<file path="config.mk">
export PLATFORM = sky130hd
export DESIGN_NAME = mem_split_arbiter_flat
export DESIGN_NICKNAME = d
export VERILOG_FILES = /design/src/rtl/mem_split_arbiter_pkg.sv /design/src/rtl/mem_split_arbiter_if.sv /design/src/rtl/mem_split_owner_fifo.sv /design/src/rtl/mem_split_arbiter.sv /design/src/flat_wrapper.sv
export SDC_FILE = /design/constraint.sdc
export NUM_CORES = 1
export LEC_CHECK = 0
export CORE_AREA = 2 2 124 126
export CTS_BUF_LIST = sky130_fd_sc_hd__clkbuf_8 sky130_fd_sc_hd__clkbuf_16
export DETAILED_ROUTE_END_ITERATION = 8
export DIE_AREA = 0 0 126 128
export PLACE_DENSITY = 0.66
export SLEW_MARGIN = 40
export SYNTH_ARGS = -nofsm -noshare
export SYNTH_HDL_FRONTEND = slang
export SYNTH_SLANG_ARGS = --single-unit
export TNS_END_PERCENT = 100
</file>
<file path="constraint.sdc">
create_clock -name clk_i -period 4 [get_ports clk_i]
set_clock_uncertainty 0.15 [all_clocks]
set_input_delay 0.8 -clock clk_i [delete_from_list [all_inputs] [get_ports clk_i]]
set_output_delay 0.8 -clock clk_i [all_outputs]
set_load 0.01 [all_outputs]
</file>
<file path="src/rtl/mem_split_arbiter_pkg.sv">
// Shared constants for the split-transaction memory arbiter: host IDs and default owner-FIFO size.
package mem_split_arbiter_pkg;
  localparam logic PORT_INSTR = 1'b0;
  localparam logic PORT_DATA  = 1'b1;
  localparam int RESP_FIFO_POW_DEFAULT = 4;
endpackage

</file>
<file path="src/rtl/mem_split_arbiter_if.sv">
// Split-transaction memory bus: one request channel plus a read-response channel.
// Handshake: a request transfers in any cycle with req & ack high; a requester holds
// req/we/addr/wdata/be stable until ack. Each read (we=0) is later answered by exactly one
// resp pulse carrying rdata, in request order. resp cannot be back-pressured.
interface mem_split_arbiter_if;
  import mem_split_arbiter_pkg::*;
  logic        req;
  logic        we;
  logic [31:0] addr;
  logic [31:0] wdata;
  logic [3:0]  be;
  logic        ack;
  logic        resp;
  logic [31:0] rdata;

  modport master (output req, we, addr, wdata, be, input ack, resp, rdata);
  modport slave  (input req, we, addr, wdata, be, output ack, resp, rdata);
endinterface

</file>
<file path="src/rtl/mem_split_owner_fifo.sv">
// In-order FIFO of 1-bit owner IDs, one entry per outstanding read.
module mem_split_owner_fifo
  import mem_split_arbiter_pkg::*;
#(
  parameter int POW = RESP_FIFO_POW_DEFAULT
) (
  input  logic clk_i,
  input  logic rst_i,
  input  logic push,
  input  logic push_id,
  input  logic pop,
  output logic full,
  output logic empty,
  output logic head
);
  localparam int DEPTH = 1 << POW;

  logic           store [DEPTH];
  logic [POW-1:0] wptr;
  logic [POW-1:0] rptr;
  logic [POW:0]   count;

  always_ff @(posedge clk_i) begin
    if (push) store[wptr] <= push_id;
  end

  // Pointers wrap naturally at POW bits; count carries the extra bit to tell full from empty.
  always_ff @(posedge clk_i) begin
    if (rst_i) begin
      wptr  <= '0;
      rptr  <= '0;
      count <= '0;
    end else begin
      if (push) wptr <= wptr + 1'b1;
      if (pop)  rptr <= rptr + 1'b1;
      case ({push, pop})
        2'b10:   count <= count + 1'b1;
        2'b01:   count <= count - 1'b1;
        default: count <= count;
      endcase
    end
  end

  assign full  = (count == (POW+1)'(DEPTH));
  assign empty = (count == '0);
  assign head  = store[rptr];
endmodule

</file>
<file path="src/rtl/mem_split_arbiter.sv">
// Round-robin 2:1 arbiter sharing one split-transaction memory port between instr and data hosts.
module mem_split_arbiter
  import mem_split_arbiter_pkg::*;
#(
  parameter int RESP_FIFO_POW = RESP_FIFO_POW_DEFAULT
) (
  input  logic                 clk_i,
  input  logic                 rst_i,
  mem_split_arbiter_if.slave   instr,
  mem_split_arbiter_if.slave   data,
  mem_split_arbiter_if.master  mem,
  output logic                 err_o
);
  logic last_grant;
  logic grant;
  logic elig_i;
  logic elig_d;
  logic xfer;
  logic push;
  logic pop;
  logic full;
  logic empty;
  logic head;

  // Writes bypass the full check; only reads need an owner slot.
  assign elig_i = instr.req & (instr.we | ~full);
  assign elig_d = data.req  & (data.we  | ~full);

  always_comb begin
    grant = PORT_INSTR;
    if (elig_i & elig_d) grant = ~last_grant;
    else if (elig_d)     grant = PORT_DATA;
  end

  always_comb begin
    mem.req   = elig_i | elig_d;
    mem.we    = instr.we;
    mem.addr  = instr.addr;
    mem.wdata = instr.wdata;
    mem.be    = instr.be;
    if (grant == PORT_DATA) begin
      mem.we    = data.we;
      mem.addr  = data.addr;
      mem.wdata = data.wdata;
      mem.be    = data.be;
    end
  end

  assign xfer      = mem.req & mem.ack;
  assign instr.ack = xfer & (grant == PORT_INSTR);
  assign data.ack  = xfer & (grant == PORT_DATA);

  assign push = xfer & ~mem.we;
  assign pop  = mem.resp & ~empty;

  assign instr.resp  = pop & (head == PORT_INSTR);
  assign data.resp   = pop & (head == PORT_DATA);
  assign instr.rdata = mem.rdata;
  assign data.rdata  = mem.rdata;

  // Priority rotates only on a completed transfer, so a stalled grant keeps its priority.
  always_ff @(posedge clk_i) begin
    if (rst_i) begin
      last_grant <= PORT_DATA;
      err_o      <= 1'b0;
    end else begin
      if (xfer) last_grant <= grant;
      if (mem.resp & empty) err_o <= 1'b1;
    end
  end

  mem_split_owner_fifo #(.POW(RESP_FIFO_POW)) u_owner_fifo (
    .clk_i   (clk_i),
    .rst_i   (rst_i),
    .push    (push),
    .push_id (grant),
    .pop     (pop),
    .full    (full),
    .empty   (empty),
    .head    (head)
  );
endmodule
</file>
<file path="src/flat_wrapper.sv">
// flat-port wrapper written by rule: the top's interface ports become plain ports
module mem_split_arbiter_flat import mem_split_arbiter_pkg::*;
#(
  parameter int RESP_FIFO_POW = RESP_FIFO_POW_DEFAULT
)
  (clk_i, rst_i, err_o, instr_req, instr_we, instr_addr, instr_wdata, instr_be, instr_ack, instr_resp, instr_rdata, data_req, data_we, data_addr, data_wdata, data_be, data_ack, data_resp, data_rdata, mem_req, mem_we, mem_addr, mem_wdata, mem_be, mem_ack, mem_resp, mem_rdata);
  mem_split_arbiter_if instr_i ();
  mem_split_arbiter_if data_i ();
  mem_split_arbiter_if mem_i ();
  input  logic clk_i;
  input  logic rst_i;
  output logic err_o;
  input wire logic [$bits(instr_i.req)-1:0] instr_req;
  input wire logic [$bits(instr_i.we)-1:0] instr_we;
  input wire logic [$bits(instr_i.addr)-1:0] instr_addr;
  input wire logic [$bits(instr_i.wdata)-1:0] instr_wdata;
  input wire logic [$bits(instr_i.be)-1:0] instr_be;
  output wire logic [$bits(instr_i.ack)-1:0] instr_ack;
  output wire logic [$bits(instr_i.resp)-1:0] instr_resp;
  output wire logic [$bits(instr_i.rdata)-1:0] instr_rdata;
  input wire logic [$bits(data_i.req)-1:0] data_req;
  input wire logic [$bits(data_i.we)-1:0] data_we;
  input wire logic [$bits(data_i.addr)-1:0] data_addr;
  input wire logic [$bits(data_i.wdata)-1:0] data_wdata;
  input wire logic [$bits(data_i.be)-1:0] data_be;
  output wire logic [$bits(data_i.ack)-1:0] data_ack;
  output wire logic [$bits(data_i.resp)-1:0] data_resp;
  output wire logic [$bits(data_i.rdata)-1:0] data_rdata;
  output wire logic [$bits(mem_i.req)-1:0] mem_req;
  output wire logic [$bits(mem_i.we)-1:0] mem_we;
  output wire logic [$bits(mem_i.addr)-1:0] mem_addr;
  output wire logic [$bits(mem_i.wdata)-1:0] mem_wdata;
  output wire logic [$bits(mem_i.be)-1:0] mem_be;
  input wire logic [$bits(mem_i.ack)-1:0] mem_ack;
  input wire logic [$bits(mem_i.resp)-1:0] mem_resp;
  input wire logic [$bits(mem_i.rdata)-1:0] mem_rdata;
  assign instr_i.req = instr_req;
  assign instr_i.we = instr_we;
  assign instr_i.addr = instr_addr;
  assign instr_i.wdata = instr_wdata;
  assign instr_i.be = instr_be;
  assign instr_ack = instr_i.ack;
  assign instr_resp = instr_i.resp;
  assign instr_rdata = instr_i.rdata;
  assign data_i.req = data_req;
  assign data_i.we = data_we;
  assign data_i.addr = data_addr;
  assign data_i.wdata = data_wdata;
  assign data_i.be = data_be;
  assign data_ack = data_i.ack;
  assign data_resp = data_i.resp;
  assign data_rdata = data_i.rdata;
  assign mem_req = mem_i.req;
  assign mem_we = mem_i.we;
  assign mem_addr = mem_i.addr;
  assign mem_wdata = mem_i.wdata;
  assign mem_be = mem_i.be;
  assign mem_i.ack = mem_ack;
  assign mem_i.resp = mem_resp;
  assign mem_i.rdata = mem_rdata;
  mem_split_arbiter #(.RESP_FIFO_POW(RESP_FIFO_POW)) u_core (.clk_i(clk_i), .rst_i(rst_i), .instr(instr_i), .data(data_i), .mem(mem_i), .err_o(err_o));
endmodule
</file>
; Word level (Yosys, flattened, before mapping)
; Memories as Yosys holds them, arrays and structs flattened. A register that Yosys moved wholly into a read port is not among the register bits.
; Index checks and enable logic that the tools add are counted.
[op_classes]
n_addsub = 4
eq_ne = 3
n_mux = 11
bitwise_logic = 20
n_reduce_logical = 2
[ops]
columns = op, n
row1 = 2-to-1 mux 32 bit, 2
row2 = 2-to-1 mux 4 bit, 3
row3 = AND 1 bit, 11
row4 = one-hot mux 5 bit (2 select lines), 1
row5 = "adder 4 x 1 -> 4 bit, second input constant", 2
row6 = inverter 1 bit, 6
row7 = "adder 5 x 1 -> 5 bit, second input constant", 1
row8 = "equality test 5 bit, second input constant", 1
row9 = zero test 5 bit, 1
row10 = 2-to-1 mux 1 bit, 5
row11 = "subtractor 5 x 1 -> 5 bit, second input constant", 1
row12 = bitwise OR 1 bit, 3
row13 = "equality test 2 x 1 -> 1 bit, second input constant", 1
row14 = "equality test 2 bit, second input constant", 1
row15 = nonzero test 2 bit, 1
[totals]
ff_bits = 15
ramBits = 16
input_bits = 176
elab_cells = 46
n_memories = 1
[mem_list]
columns = name, depth, word_bits, rd, rd_ports_with_merged_regs, wr, line_no
row1 = u_core.u_owner_fifo.store, 16, 1, 1, 1, 1, mem_split_owner_fifo.sv:18  ; logic store [DEPTH];

; Logic depth before layout (Yosys ltp)
[logic_depth]
ltp_word = 11
depth_mapped = 17
ltp_nobuf = 14

; Cells and area by module
; From an unflattened synthesis, not the netlist that was laid out.
[unflattened]
cells_unflattened = 304
hier_area_um2 = 3135.5
[by_module_without_submodules]
columns = mod, instances, cells_each, area_each_um2, seq_area_each_um2
row1 = mem_split_owner_fifo, 1, 137, 1640.3, 820.8
row2 = mem_split_arbiter, 1, 167, 1495.2, 40.0

; Worst setup path before layout
; Ideal clock, no wire load.
[synth_path]
kind = reg2reg
start = register u_core.u_owner_fifo.count[1]
end = register u_core.u_owner_fifo.count[4]
setup_ns = 0.070
arrival_time_ns = 3.625
required_ns = 3.780
slack_ns = 0.155
stages_incl_launch_ff = 18
n_path_buf = 3
synth_period_minus_slack_ns = 3.845
path_cell_list = dfxtp_1 buf_2 or4_4 o2111a_1 a211o_1 inv_1 nor2_1 clkbuf_1 inv_1 ha_1 clkbuf_1 xor2_1 ha_1 a211o_1 a21oi_1 a221oi_1 or3_1 a21oi_1
[synth_between]
elab_chain_cells = 11
elab_cells_between_ends = 23
[synth_lines]
columns = element, line_no
row1 = start: declaration, mem_split_owner_fifo.sv:21  ; logic [POW:0] count;
row2 = start signal: assignment, mem_split_owner_fifo.sv:37  ; 2'b10: count <= count + 1'b1;
row3 = start signal: assignment, mem_split_owner_fifo.sv:38  ; 2'b01: count <= count - 1'b1;
row4 = start signal: assignment, mem_split_owner_fifo.sv:39  ; default: count <= count;
row5 = equality test 5 bit (*), mem_split_owner_fifo.sv:44  ; assign full = (count == (POW+1)'(DEPTH));
row6 = inverter 1 bit (*), "mem_split_arbiter.sv:26, mem_split_arbiter.sv:27"
row7 = bitwise OR 1 bit (on tied branches), "mem_split_arbiter.sv:27, mem_split_arbiter.sv:26"
row8 = AND 1 bit (on tied branches), "mem_split_arbiter.sv:27, mem_split_arbiter.sv:26"
row9 = 2-to-1 mux 1 bit or AND 1 bit (tied branches), "mem_split_arbiter.sv:32, mem_split_arbiter.sv:31"
row10 = 2-to-1 mux 1 bit (*), mem_split_arbiter.sv:31  ; if (elig_i & elig_d) grant = ~last_grant;
row11 = 2-to-1 mux 1 bit (*), mem_split_arbiter.sv:41  ; if (grant == PORT_DATA) begin
row12 = via mem_we, flat_wrapper.sv:30  ; output wire logic [$bits(mem_i.we)-1:0] mem_we;
row13 = inverter 1 bit (*), mem_split_arbiter.sv:53  ; assign push = xfer & ~mem.we;
row14 = AND 1 bit (*), mem_split_arbiter.sv:53
row15 = equality test 2 x 1 -> 1 bit or equality test 2 bit (tied branches), mem_split_owner_fifo.sv:36  ; case ({push, pop})
row16 = one-hot mux 5 bit (2 select lines) or nonzero test 2 bit (tied branches), --
; The timed path passes the listed nets; every way through them passes the cells marked *.
; A chain may end at the register's enable or synchronous reset.

; Final worst setup path
[layout_path]
start = input port instr_we
end = output port mem_addr[8]
[layout_between]
elab_chain_cells = 5
[layout_lines]
columns = element, line_no
row1 = start: declaration, flat_wrapper.sv:14  ; input wire logic [$bits(instr_i.we)-1:0] instr_we;
row2 = bitwise OR 1 bit, mem_split_arbiter.sv:26  ; assign elig_i = instr.req & (instr.we | ~full);
row3 = AND 1 bit, mem_split_arbiter.sv:26
row4 = AND 1 bit, mem_split_arbiter.sv:31
row5 = 2-to-1 mux 1 bit, mem_split_arbiter.sv:31
row6 = 2-to-1 mux 32 bit, mem_split_arbiter.sv:41
row7 = end: declaration, flat_wrapper.sv:31  ; output wire logic [$bits(mem_i.addr)-1:0] mem_addr;
; Every way passes these cells.

==> summary.txt <==
Synthesis
  • Synth Area in Compound Gates: under 10%
  • Syn. warnings: 0
  • Syn Nets: ~480
  • Post-synthesis sequential area ratio: 27.9%
  • Largest family of logic cells by synthesized area: multiplexers
  • Synthesized netlist cell count: 298
  • Fraction of registers with async set/reset: 0%
  • Post-Synth Simple-Gate Area: 9.33%
  • Synth Flop Type: dfxtp_1
  • Post-synthesis mux area share: 29.1%
  • Synth Register Bits: 35
  • Avg Cell Area, Syn: 10.3 sq um
  • Synth unique cells: 44
  • Post-Synth XOR/XNOR Area: under 10%
  • Area share of fa/ha/maj cells after synthesis: about 3.7%
  • Number of synthesized flops with an enable pin: 16
  • Cell area after synthesis: roughly 0.0031 sq mm

Finish
  • # nets final: about 650
  • P&R area growth vs syn: 77.0%
  • Layout cell share with drive strength beyond 1: between 20% and 30%
  • Antenna Cells: 0
  • Finished Layout Cells: 653
  • Fin util: 36.7%

Pwr
  • Sw Pwr: 0.568 mW
  • Sw frac: about 30%
  • Combinational fraction of design power: between 40% and 50%
  • Power Dens Cells: 347 mW/mm^2
  • Leakage: 2.57 nW
  • Clock Power Share: 25.9%
  • Share of power burned in registers: 24.5%
  • Peak VDD IR: 190 uV
  • Power Internal: 1.33 mW
  • Pwr Total: 1.89 mW

Clock tree
  • Worst-path clk slew: 0.05 ns
  • H-tree depth: 2
  • Sink Count: 35
  • CTS tree: done
  • CTS max path bufs: 2
  • Hold buffers post-CTS: 0
  • Root Driver: clkbuf_16
  • Clk_lat worst skew: around 0.27 ns
  • Number of CTS-inserted buffers: 5

Die
  • Chip height: 128 um
  • Number of I/O pins: about 320
  • Core Footprint: roughly 0.015 sq mm
  • Site Rows: 45
  • Die ar.: 0.0161 sq mm
  • Initial core utilization: 20.7%
  • Die Wd: 126 um

Setup path
  • Critical path's top delay family: buffers and inverters
  • Crit-path max cell delay: 0.49 ns
  • WP data arrival: 2.98 ns
  • Slowest CP cell: clkdlybuf4s50_1
  • Critical path startpoint category: primary input
  • CP cell instances: clkdlybuf4s50_1, or3_4, a31oi_4, buf_12, buf_12, mux2_2, clkdlybuf4s50_1
  • WP buf/inv: 4
  • CP Capture Type: output port
  • CP Max Fanout: 12
  • Critical Path RT: approximately 3.1 ns
  • CP Class: in2out

GRT
  • Maximum number of pins on one net before global-route repair: 19
  • Antenna violations before repair: 1
  • GRT Util Overall: 12.6%
  • Vias in the first global route: 2938
  • GRT overflow: 0
  • First-pass GRT wire length: 16100 um

Timing
  • Final hold violations: 0
  • Worst-margin pin slew: 0.709 ns
  • Final slew viol count: 0
  • RSZ-0062 raised after global routing: false
  • Tmin final: slightly below 4 ns
  • Final setup viols: 0
  • Worst slew margin: a little over half
  • Final worst-path cycle share: 98.1%
  • F_max: 0.255 GHz
  • Final WS setup: 0.0749 ns
  • TNS Setup: 0 ns

Route
  • Wirelength per Cell: 16.7 um
  • Routed wire length: 10900 um
  • Vias post-DR: 2749
  • Post-route ant nets: 0
  • # DRC: 0
  • Drt pass-1 iters: 4
  • Starting DRC count in detailed routing: 91
  • Via density: 4.21

Place
  • Pre-CTS WS: -0.0138 ns
  • Placed Cells: 643
  • Gpl congestion: 0.816
  • DP HPWL: approximately 9100 um
  • # port buffers: 218

Min path
  • Worst Hold Class: reg2reg

Run
  • MaxCap Viol Count: 0

Status
  • Status: complete, no violations
-- power by group through the flow --
stage | Clock (mW) | Sequential [mW] | Combinational [mW]
2_1_floorplan | 0 | 0.456 | 0.558
3_3_place_gp | 0 | 0.470 | 0.938
3_5_place_dp | 0 | 0.472 | 0.959
4_1_cts | 0.501 | 0.466 | 0.965
5_1_grt | 0.519 | 0.474 | 1.02
6_report | 0.491 | 0.464 | 0.940
-- logic make-up (layout without fill, tap and decap cells) --
group                    after synthesis  in the layout
AO/OA/AOI/OAI                         33             33
XOR/XNOR                               7              7
adder cells (fa/ha/maj)                9              9
buffers and inverters                 86            253
flip-flops                            35             35
multiplexers                          75             75
AND/OR/NAND/NOR                       53             53
-- Yosys cell counts (all sizes together) (4+ instances only) --
master  count  share of area [%]
nor2       14                1.7
clkbuf      6               0.73
xor2        5                1.4
edfxtp     16                 16
buf        72                 18
inv         8               0.97
nand2       5               0.61
a21oi       7                1.1
mux4        5                3.7
and3       16                3.2
o31ai       4                1.1
dfxtp      19                 12
mux2       68                 25
o21ai       5               0.81
ha          9                3.7
-- cell usage in the layout, fill, tap and decap left out, types with 2 or more instances in the layout --
cell type and n:
dlymetal6s2s_1 59, mux2_1 12, mux2_2 56, nand2b_1 2, nor2b_1 2, a211o_1 3
mux2i_1 2, bufinv_16 2, mux4_2 5, and2_1 3, a21o_1 2, dlygate4sd2_1 3
or3_1 2, ha_1 9, inv_1 9, xor2_1 5, edfxtp_1 16, clkdlybuf4s50_1 156
nand3_1 3, o21ai_0 5, o31ai_1 3, buf_12 5, nor2_1 14, nand2_1 5
clkbuf_16 5, o22ai_1 2, dfxtp_1 19, a21oi_1 7, buf_4 14, and3_1 16
xnor2_1 2
-- metal layers --
layer	global-route usage, %	routed length (um)	share of wire [%]
met1	14.5	4320	40
met2	23.5	5650	52
met3	2.88	802	7.3
met4	3.30	144	1.3
met5	0	12	0.11
-- area by class of cell --
cell class              count  area [sq um]
fillers                  1447          9410
flip-flops and latches     35           861
multi-input cells         177          1610
well taps                 188           235
repair buffers            237          2530
clock buffers               5           125
inverters                   8          30.0
clock inverters             3          63.8
-- metrics by stage --
stage	hold WS, ns	area (sq um)
floorplan	0.321	3080
global placement	0.321	5100
detailed placement	0.311	5100
CTS	0.336	5300
global route	0.384	5460
finish	0.328	5460
-- repair_timing --
item	CTS	global route
pin swaps	0	0
setup buffers	1	1
resized for setup	3	60
setup endpoints to repair	4	62
-- final timing paths --
check	from	endpoint	slack [ns]	depth (start not counted)
worst max-delay path	instr_we	mem_addr[8]	0.07	7
worst min-delay path	u_core.err_o	u_core.err_o	0.33	2
worst max register to register	u_core.u_owner_fifo.count[0]	u_core.u_owner_fifo.count[4]	0.60	14
worst min register to register	u_core.err_o	u_core.err_o	0.33	2
-- worst min-delay path, delay by kind of cell, from the launching register on --
kind / cells / cell delay [ns]
flops: 1 / 0.33
simple gates: 1 / 0.07
compound gates: 1 / 0.04
(Power assumes the default switching activity.)
